$ cat src/rtl/lzw_code_packer_if.sv
// Interface bundling the 14-bit code input and the byte-stream output handshake
// of lzw_code_packer.
interface lzw_code_packer_if;
  logic [13:0] I_compress_data;
  logic        I_compress_data_en;
  logic        I_frame_end;
  logic [7:0]  O_pack_data;
  logic        O_pack_valid;
  logic        O_pack_last;
  logic        I_pack_ready;

  modport slave (
    input  I_compress_data, I_compress_data_en, I_frame_end, I_pack_ready,
    output O_pack_data, O_pack_valid, O_pack_last
  );

  modport master (
    output I_compress_data, I_compress_data_en, I_frame_end, I_pack_ready,
    input  O_pack_data, O_pack_valid, O_pack_last
  );
endinterface

$ cat src/rtl/lzw_code_packer.sv
// Packs 14-bit LZW codes LSB-first into bytes, buffers them in a show-ahead FIFO
// and tags the final (zero-padded) byte of each frame.
module lzw_code_packer #(
  parameter int FIFO_DEPTH = 16
) (
  input  logic             I_sys_clk,
  input  logic             I_sys_rst_n,
  lzw_code_packer_if.slave pk,
  input  logic             I_state_clr,
  output logic             O_overflow,
  output logic [31:0]      O_pack_byte_cnt,
  output logic [15:0]      O_drop_code_cnt
);
  localparam int PTR_W = $clog2(FIFO_DEPTH);

  typedef enum logic {ST_RUN, ST_FLUSH} state_t;

  state_t                     state_q, state_d;
  logic [31:0]                acc_q, acc_d;
  logic [5:0]                 cnt_q, cnt_d;
  logic                       frame_has_bytes_q, frame_has_bytes_d;
  logic [FIFO_DEPTH-1:0][8:0] mem_q, mem_d;
  logic [PTR_W-1:0]           wr_ptr_q, wr_ptr_d;
  logic [PTR_W-1:0]           rd_ptr_q, rd_ptr_d;
  logic [PTR_W:0]             fifo_cnt_q, fifo_cnt_d;
  logic                       clr_q, clr_d;
  logic                       overflow_q, overflow_d;
  logic [31:0]                byte_cnt_q, byte_cnt_d;
  logic [15:0]                drop_cnt_q, drop_cnt_d;

  logic             fifo_full;
  logic             pop;
  logic             push;
  logic             push_last;
  logic [8:0]       push_entry;
  logic             patch_tail;
  logic [PTR_W-1:0] tail_ptr;
  logic             drain;
  logic             pad;
  logic             code_ok;
  logic             drop;
  logic             frame_ending;
  logic [31:0]      code_ext;
  logic [7:0]       pad_mask;

  assign fifo_full = (fifo_cnt_q == (PTR_W+1)'(FIFO_DEPTH));
  assign pop       = (fifo_cnt_q != '0) && pk.I_pack_ready;
  assign tail_ptr  = wr_ptr_q - PTR_W'(1);

  assign pk.O_pack_data  = mem_q[rd_ptr_q][7:0];
  assign pk.O_pack_last  = mem_q[rd_ptr_q][8];
  assign pk.O_pack_valid = (fifo_cnt_q != '0);

  assign O_overflow      = overflow_q;
  assign O_pack_byte_cnt = byte_cnt_q;
  assign O_drop_code_cnt = drop_cnt_q;

  always_comb begin
    state_d           = state_q;
    acc_d             = acc_q;
    cnt_d             = cnt_q;
    frame_has_bytes_d = frame_has_bytes_q;
    push              = 1'b0;
    pad               = 1'b0;
    code_ok           = 1'b0;
    drop              = 1'b0;
    patch_tail        = 1'b0;
    code_ext          = {18'd0, pk.I_compress_data};
    pad_mask          = 8'hFF >> (4'd8 - cnt_q[3:0]);
    frame_ending      = (state_q == ST_FLUSH) || pk.I_frame_end;
    drain             = (cnt_q >= 6'd8) && !fifo_full;

    // A code is only taken in RUN and only if the post-drain bit count still fits.
    if (pk.I_compress_data_en) begin
      if ((state_q == ST_RUN) &&
          (({1'b0, cnt_q} + 7'd14 - (drain ? 7'd8 : 7'd0)) <= 7'd32)) begin
        code_ok = 1'b1;
      end else begin
        drop = 1'b1;
      end
    end

    if (drain) begin
      push  = 1'b1;
      acc_d = acc_q >> 8;
      cnt_d = cnt_q - 6'd8;
      if (code_ok) begin
        acc_d = (acc_q >> 8) | (code_ext << (cnt_q - 6'd8));
        cnt_d = cnt_q + 6'd6;
      end
    end else if (code_ok) begin
      acc_d = acc_q | (code_ext << cnt_q);
      cnt_d = cnt_q + 6'd14;
    end else if ((state_q == ST_FLUSH) && (cnt_q != 6'd0) && !fifo_full) begin
      pad   = 1'b1;
      push  = 1'b1;
      acc_d = '0;
      cnt_d = '0;
    end

    push_last  = push && frame_ending && (cnt_d == 6'd0);
    push_entry = {push_last, pad ? (acc_q[7:0] & pad_mask) : acc_q[7:0]};

    if (push) begin
      frame_has_bytes_d = 1'b1;
    end

    // A frame that ended byte-aligned gets its flag patched onto the newest FIFO
    // entry, but never onto a head byte that is currently stalled on the output.
    if (push_last) begin
      state_d           = ST_RUN;
      frame_has_bytes_d = 1'b0;
    end else if (state_q == ST_RUN) begin
      if (pk.I_frame_end) begin
        state_d = ST_FLUSH;
      end
    end else if (cnt_q == 6'd0) begin
      if (!frame_has_bytes_q || (fifo_cnt_q == '0) ||
          ((fifo_cnt_q == (PTR_W+1)'(1)) && pop)) begin
        state_d           = ST_RUN;
        frame_has_bytes_d = 1'b0;
      end else if (fifo_cnt_q != (PTR_W+1)'(1)) begin
        patch_tail        = 1'b1;
        state_d           = ST_RUN;
        frame_has_bytes_d = 1'b0;
      end
    end
  end

  always_comb begin
    mem_d      = mem_q;
    wr_ptr_d   = wr_ptr_q;
    rd_ptr_d   = rd_ptr_q;
    fifo_cnt_d = fifo_cnt_q;
    clr_d      = I_state_clr;
    overflow_d = overflow_q | drop;
    drop_cnt_d = drop_cnt_q;
    byte_cnt_d = byte_cnt_q;

    if (push) begin
      mem_d[wr_ptr_q] = push_entry;
      wr_ptr_d        = wr_ptr_q + PTR_W'(1);
    end
    if (patch_tail) begin
      mem_d[tail_ptr][8] = 1'b1;
    end
    if (pop) begin
      rd_ptr_d   = rd_ptr_q + PTR_W'(1);
      byte_cnt_d = byte_cnt_q + 32'd1;
    end
    case ({push, pop})
      2'b10:   fifo_cnt_d = fifo_cnt_q + (PTR_W+1)'(1);
      2'b01:   fifo_cnt_d = fifo_cnt_q - (PTR_W+1)'(1);
      default: fifo_cnt_d = fifo_cnt_q;
    endcase

    if (drop && (drop_cnt_q != 16'hFFFF)) begin
      drop_cnt_d = drop_cnt_q + 16'd1;
    end
    if (clr_q) begin
      overflow_d = 1'b0;
      drop_cnt_d = '0;
      byte_cnt_d = '0;
    end
  end

  always_ff @(posedge I_sys_clk or negedge I_sys_rst_n) begin
    if (!I_sys_rst_n) begin
      state_q           <= ST_RUN;
      acc_q             <= '0;
      cnt_q             <= '0;
      frame_has_bytes_q <= 1'b0;
      mem_q             <= '0;
      wr_ptr_q          <= '0;
      rd_ptr_q          <= '0;
      fifo_cnt_q        <= '0;
      clr_q             <= 1'b0;
      overflow_q        <= 1'b0;
      byte_cnt_q        <= '0;
      drop_cnt_q        <= '0;
    end else begin
      state_q           <= state_d;
      acc_q             <= acc_d;
      cnt_q             <= cnt_d;
      frame_has_bytes_q <= frame_has_bytes_d;
      mem_q             <= mem_d;
      wr_ptr_q          <= wr_ptr_d;
      rd_ptr_q          <= rd_ptr_d;
      fifo_cnt_q        <= fifo_cnt_d;
      clr_q             <= clr_d;
      overflow_q        <= overflow_d;
      byte_cnt_q        <= byte_cnt_d;
      drop_cnt_q        <= drop_cnt_d;
    end
  end
endmodule

$ cat src/flat_wrapper.sv
// flat-port wrapper written by rule: the top's interface ports become plain ports
module lzw_code_packer_flat 
#(
  parameter int FIFO_DEPTH = 16
)
  (I_sys_clk, I_sys_rst_n, I_state_clr, O_overflow, O_pack_byte_cnt, O_drop_code_cnt, pk_I_compress_data, pk_I_compress_data_en, pk_I_frame_end, pk_I_pack_ready, pk_O_pack_data, pk_O_pack_valid, pk_O_pack_last);
  lzw_code_packer_if pk_i ();
  input  logic I_sys_clk;
  input  logic I_sys_rst_n;
  input  logic I_state_clr;
  output logic O_overflow;
  output logic [31:0] O_pack_byte_cnt;
  output logic [15:0] O_drop_code_cnt;
  input wire logic [$bits(pk_i.I_compress_data)-1:0] pk_I_compress_data;
  input wire logic [$bits(pk_i.I_compress_data_en)-1:0] pk_I_compress_data_en;
  input wire logic [$bits(pk_i.I_frame_end)-1:0] pk_I_frame_end;
  input wire logic [$bits(pk_i.I_pack_ready)-1:0] pk_I_pack_ready;
  output wire logic [$bits(pk_i.O_pack_data)-1:0] pk_O_pack_data;
  output wire logic [$bits(pk_i.O_pack_valid)-1:0] pk_O_pack_valid;
  output wire logic [$bits(pk_i.O_pack_last)-1:0] pk_O_pack_last;
  assign pk_i.I_compress_data = pk_I_compress_data;
  assign pk_i.I_compress_data_en = pk_I_compress_data_en;
  assign pk_i.I_frame_end = pk_I_frame_end;
  assign pk_i.I_pack_ready = pk_I_pack_ready;
  assign pk_O_pack_data = pk_i.O_pack_data;
  assign pk_O_pack_valid = pk_i.O_pack_valid;
  assign pk_O_pack_last = pk_i.O_pack_last;
  lzw_code_packer #(.FIFO_DEPTH(FIFO_DEPTH)) u_core (.I_sys_clk(I_sys_clk), .I_sys_rst_n(I_sys_rst_n), .pk(pk_i), .I_state_clr(I_state_clr), .O_overflow(O_overflow), .O_pack_byte_cnt(O_pack_byte_cnt), .O_drop_code_cnt(O_drop_code_cnt));
endmodule
$ cat config.mk
export PLATFORM = sky130hd
export DESIGN_NAME = lzw_code_packer_flat
export DESIGN_NICKNAME = d
export VERILOG_FILES = /design/src/rtl/lzw_code_packer_if.sv /design/src/rtl/lzw_code_packer.sv /design/src/flat_wrapper.sv
export SDC_FILE = /design/constraint.sdc
export NUM_CORES = 1
export LEC_CHECK = 0
export ABC_AREA = 1
export CAP_MARGIN = 15
export CORE_AREA = 2 2 163 229
export CTS_CLUSTER_SIZE = 10
export DETAILED_ROUTE_END_ITERATION = 10
export DIE_AREA = 0 0 165 231
export GPL_TIMING_DRIVEN = 0
export PLACE_DENSITY = 0.66
export SYNTH_ARGS = -nofsm -noshare
export SYNTH_HDL_FRONTEND = slang
export SYNTH_SLANG_ARGS = --single-unit
export TNS_END_PERCENT = 30
$ cat constraint.sdc
create_clock -name I_sys_clk -period 4.05 [get_ports I_sys_clk]
set_clock_uncertainty 0.2 [all_clocks]
set_input_delay 0.405 -clock I_sys_clk [delete_from_list [all_inputs] [get_ports I_sys_clk]]
set_output_delay 0.405 -clock I_sys_clk [all_outputs]
set_load 0.02 [all_outputs]
# Word level (Yosys, flattened, before mapping)
# Cells that the tools add are included.
# Widths: inputs -> output; s select.
# classes
n_addsub	13
order_cmp	7
eq_ne	6
shift	3
mux	50
bitwise	6
reduce_logical	25
# ops
cell	n
$mux 144	2
$mux 32	6
$bwmux 144	1
$or 144x144->144	1
$demux 9 s4	2
$shl 14x6->32	2
$bmux 9 s4	1
$add 32x1->32 const B	1
$mux 16	2
$or 24x32->32	1
$or 32x32->32	1
$mux 9	3
$mux 1	26
$mux 6	4
$add 16x1->16 const B	1
$ne 16x16->1 const B	1
$lt 4x5->1 const B	3
$logic_not 6->1	2
$logic_and 1x1->1	11
$pmux 5 s2	1
$add 4x1->4 const B	2
$and 8x8->8	1
$ge 4x1->1 const B	2
$mux 8	1
other kinds (27)	32
# totals
reg_bits	247
in_bits	20
output_inout_bits	59
wordCells	137

# Depth between registers and ports, before layout
# depth
depth_word	17
ltp_mapped	26
mapped_depth_nobuf	22

# Worst setup path before layout
# No wires, ideal clock.
# synth_timing
kind	register -> register
start	register u_core.cnt_q[4]
end	register u_core.mem_q[98] in the netlist's numbering
setup_ns	0.124
arrival_ns	3.640
t_required_ns	3.726
slack_ns	0.086
path_stages_with_launch	26
path_buffers	4
synth_period_minus_slack_ns	3.964
path_cell_list	dfrtp_1 clkinv_1 ha_1 inv_1 o21ai_2 inv_2 clkbuf_1 clkbuf_1 ha_1 inv_1 ha_1 inv_1 nor2_1 nand2_2 nand3_1 nand2_2 nor2_4 nand3_4 buf_6 nand2_1 nand3_1 nand2_2 nor2_4 buf_6 nand3_1 nand3_1
# synth_rtl
element	line_no	source
start: declaration	lzw_code_packer.sv:20	logic [5:0] cnt_q, cnt_d;
start signal: assignment	lzw_code_packer.sv:184	cnt_q <= cnt_d;
end signal: assignment	lzw_code_packer.sv:186	mem_q <= mem_d;
end: declaration	lzw_code_packer.sv:22	logic [FIFO_DEPTH-1:0][8:0] mem_q, mem_d;

# Worst setup path after layout
# layout_timing
start	register u_core.rd_ptr_q[1]
end	output pk_O_pack_data[0]
# layout_between
elab_chain_len	2
# layout_rtl
element	line_no	source
start: declaration	lzw_code_packer.sv:24	logic [PTR_W-1:0] rd_ptr_q, rd_ptr_d;
start signal: assignment	lzw_code_packer.sv:188	rd_ptr_q <= rd_ptr_d;
$bmux 9 s4	lzw_code_packer.sv:50	assign pk.O_pack_data = mem_q[rd_ptr_q][7:0];
$mux 9 (implied by the code)	lzw_code_packer.sv:50	
end: declaration	flat_wrapper.sv:18	output wire logic [$bits(pk_i.O_pack_data)-1:0] pk_O_pack_data;
# Every way passes these cells. The select of a mux whose other input is x is not followed.

==> results.json <==
{
  "run_status": "finished, violations left",
  "failed_checks": "negative setup slack",
  "worst_setup_hold_path_clk_slew_ps": 50,
  "post-route-worst-setup-slack_ps": -64.4,
  "timing.critical_path.slowest_stage_cell": "sky130_fd_sc_hd__clkdlybuf4s50_1",
  "number_of_enable_flip_flop_cells_after_synthesis": 0,
  "dp_hpwl_um": 35200,
  "root_buffer": "sky130_fd_sc_hd__clkbuf_16",
  "path_cells": "clkbuf_1, inv_1, clkbuf_1, o21ai_0, o221ai_1, nand3_1, nand2_1, clkdlybuf4s50_1",
  "final-max-slew-violation-count": 0,
  "worst_pin_slew_ps": 888,
  "power_mw": 13.0,
  "worst_r2r_path_depth": 12,
  "power.static_leakage_nw": 7.32,
  "drt_pre_antenna_iters": 5,
  "post_synth_main_area_contributors": "sky130_fd_sc_hd__dfrtp_1, sky130_fd_sc_hd__nand2_1, sky130_fd_sc_hd__o21ai_0",
  "synthesis.area_per_instance_um2": 7.47,
  "first_global_vias": 13500,
  "hold_path.startpoint": "I_state_clr",
  "num-fill-cells": 3596,
  "cp.required_ps": 3440,
  "io_buffers": 77,
  "synthCells": 1910,
  "drt_iter0_markers": 1205,
  "synth_most_common_cell": "sky130_fd_sc_hd__nand2_1",
  "yosys.area.top_type": "sky130_fd_sc_hd__dfrtp_1",
  "number_of_cells_traversed_by_the_worst_hold_path": 1,
  "postSynthRegisterBits": 247,
  "endpoint_kind": "output pin",
  "core_area_um2": 36200,
  "worstSkewPairLatency_ps": 580,
  "antenna_found_initial": 0,
  "ys_dominant_reg_cell": "sky130_fd_sc_hd__dfrtp_1",
  "mappedNetlistNets": 1958,
  "globalRouteOverflowTotal": 0,
  "drv.max_cap_violation_count": 0,
  "synthDistinctLibCells": 51,
  "power_per_cell_area_nw_per_um2": 781,
  "floorplan.rows": 83,
  "setup_violations": 1,
  "fp.dieH_um": 231,
  "critPathMaxFanout": 10,
  "grt_use_total_pct": 25.5,
  "die_width_um": 165,
  "syn_to_final_growth_pct": 16.7,
  "worstPathArrival_ps": 3510,
  "viasPerCell": 5.58,
  "top_cell_types_by_occurrence_after_synthesis": "sky130_fd_sc_hd__nand2_1, sky130_fd_sc_hd__o21ai_0, sky130_fd_sc_hd__dfrtp_1",
  "critical_path.reg2reg.startpoint": "u_core.cnt_q[2]",
  "min_cycle_time_layout_ps": 4110,
  "grt_start_max_net_pins": 107,
  "setup.reg_to_reg.worst_slack_ps": 180,
  "starting_utilization_of_the_core_area_pct": 39.4,
  "clkSinkCount": 247,
  "detailed_route_wire_length_um": 48900,
  "hold_path_end": "u_core.clr_q",
  "mean_routed_wirelength_per_cell_um": 19.6,
  "postRouteAntennaNets": 0,
  "tritoncts.num_buffers": 29,
  "number_of_antenna_repair_diodes": 0,
  "top_cell_by_count_worst_path": "sky130_fd_sc_hd__clkbuf_1",
  "criticalPathCategory": "reg2out",
  "vdd.ir_drop.worst_mv": 0.503,
  "worst_hold_path_type": "in2reg",
  "htree_num_levels": 1,
  "summed_negative_setup_slack_over_all_endpoints_ps": -64.4,
  "hold_violations": 0,
  "final_nets": 2076,
  "fmax_ghz": 0.243,
  "worst_slew_margin_rel_pct": 40.8,
  "drcViolationCount": 0,
  "startpoint_kind_of_the_worst_setup_timing_path": "flip-flop",
  "synth.yosys.seq_area_share_pct": 43.3,
  "num_io_pins": 79,
  "cp_slowest_stage_delay_ps": 610,
  "grt_pass1_wl_um": 75100,
  "synth_top_cell_area_share_pct": 43.3,
  "asyncSetResetFlopFracSynth_pct": 100,
  "gpl.final_weighted_congestion": 1.00,
  "drive_gt1_share_pct": 7.81,
  "via_count": 14000,
  "post-route-period-util_pct": 102,
  "cell_area_after_synthesis_um2": 14300,
  "cts_tree": "built",
  "synth.yosys.warnings": 0,
  "ctsLongestPathBuffers": 3,
  "rsz_0062_raised_after_global_routing": "true",
  "floorplan.die_area_um2": 38100
}
[layer usage]
metal  vias to the layer above  routed length [um]  part of all wire (%)  GRT usage [%]
li1                       6564                   -                     -              -
met1                      6695               18900                    39           29.9
met2                       540               24200                    49           44.6
met3                       164                2900                   5.9           3.22
met4                         0                2970                   6.1           14.5
met5                         -                   0                     0              0
[critical path: cells and delay by family, from the launching register on]
kind | cells | cell delay [ps]
AO/OA/AOI/OAI | 2 | 720
buffers and inverters | 4 | 1570
flip-flops | 1 | 390
AND/OR/NAND/NOR | 2 | 290
[logic make-up after synthesis]
group | after synthesis | synth area share (%)
simple gates | 867 | 26.7
compound gates | 438 | 16.8
buf+inv | 290 | 8.05
flops | 247 | 43.3
xor+xnor | 29 | 1.78
fa+ha+maj | 28 | 2.46
mux | 11 | 0.842
[final cells by class]
cell class | count | area [um^2] | share of cell area [%]
multi-input cells | 1373 | 6970 | 41.8
flip-flops and latches | 247 | 6180 | 37.1
repair buffers | 88 | 901 | 5.41
clock buffers | 36 | 772 | 4.64
inverters | 194 | 737 | 4.43
well taps | 467 | 584 | 3.51
plain buffers | 95 | 458 | 2.75
clock inverters | 2 | 50.0 | 0.301
[layout by cell type, fill, tap and decap left out, types with 29 or more instances in the layout]
cell,count
sky130_fd_sc_hd__dfrtp_1,246
sky130_fd_sc_hd__clkdlybuf4s50_1,76
sky130_fd_sc_hd__nor3_1,34
sky130_fd_sc_hd__clkbuf_1,56
sky130_fd_sc_hd__a21oi_1,83
sky130_fd_sc_hd__nand2_1,426
sky130_fd_sc_hd__nand3_1,133
sky130_fd_sc_hd__nand4_1,38
sky130_fd_sc_hd__o21ai_0,258
sky130_fd_sc_hd__clkbuf_16,29
sky130_fd_sc_hd__inv_1,176
sky130_fd_sc_hd__nor2_1,175
[how the worst max path moves through the flow]
stage                       startpoint                 to  slack (ps)  depth (start not counted)
detailed placement     u_core.cnt_q[4]   u_core.acc_q[21]       -1570                         22
CTS                 u_core.rd_ptr_q[1]     pk_O_pack_last          10                          9
finish              u_core.rd_ptr_q[1]  pk_O_pack_data[0]         -60                          8
global placement           I_sys_rst_n    u_core.cnt_q[0]       -8610                          1
floorplan              u_core.cnt_q[4]   u_core.mem_q[98]          90                         25
global route        u_core.rd_ptr_q[1]  pk_O_pack_data[0]        -120                          8
[report_power, final]
| group | leakage, nW | total, mW | internal (mW) | switching [mW] |
|---|---|---|---|---|
| Sequential | 3.32 | 3.69 | 3.25 | 0.442 |
| Clock | 0.402 | 2.40 | 1.38 | 1.02 |
| Combinational | 3.60 | 6.92 | 2.09 | 4.82 |
| Total | 7.32 | 13.0 | 6.72 | 6.28 |
[through the flow]
step	util (%)	hold slack, ps	setup slack (ps)	area, um^2	cells
finish	45.9	130	-64.4	16700	2502
global placement	43.1	258	-8610	15600	2454
detailed placement	43.3	132	-1570	15700	2456
global route	45.9	121	-120	16700	2502
CTS	45.8	111	11.5	16600	2500
floorplan	-	-90.6	85.8	14300	1910
[what timing repair did]
item / in CTS / in global routing
gates cloned: 0 / 0
pin swaps: 5 / 1
hold buffers: 1 / 0
resized for setup: 19 / 16
hold endpoints to repair: 43 / 0
endpoints found under the setup margin: 75 / 67
buffers inserted: 6 / 2
No activity file was read; power rests on OpenSTA's default activity.
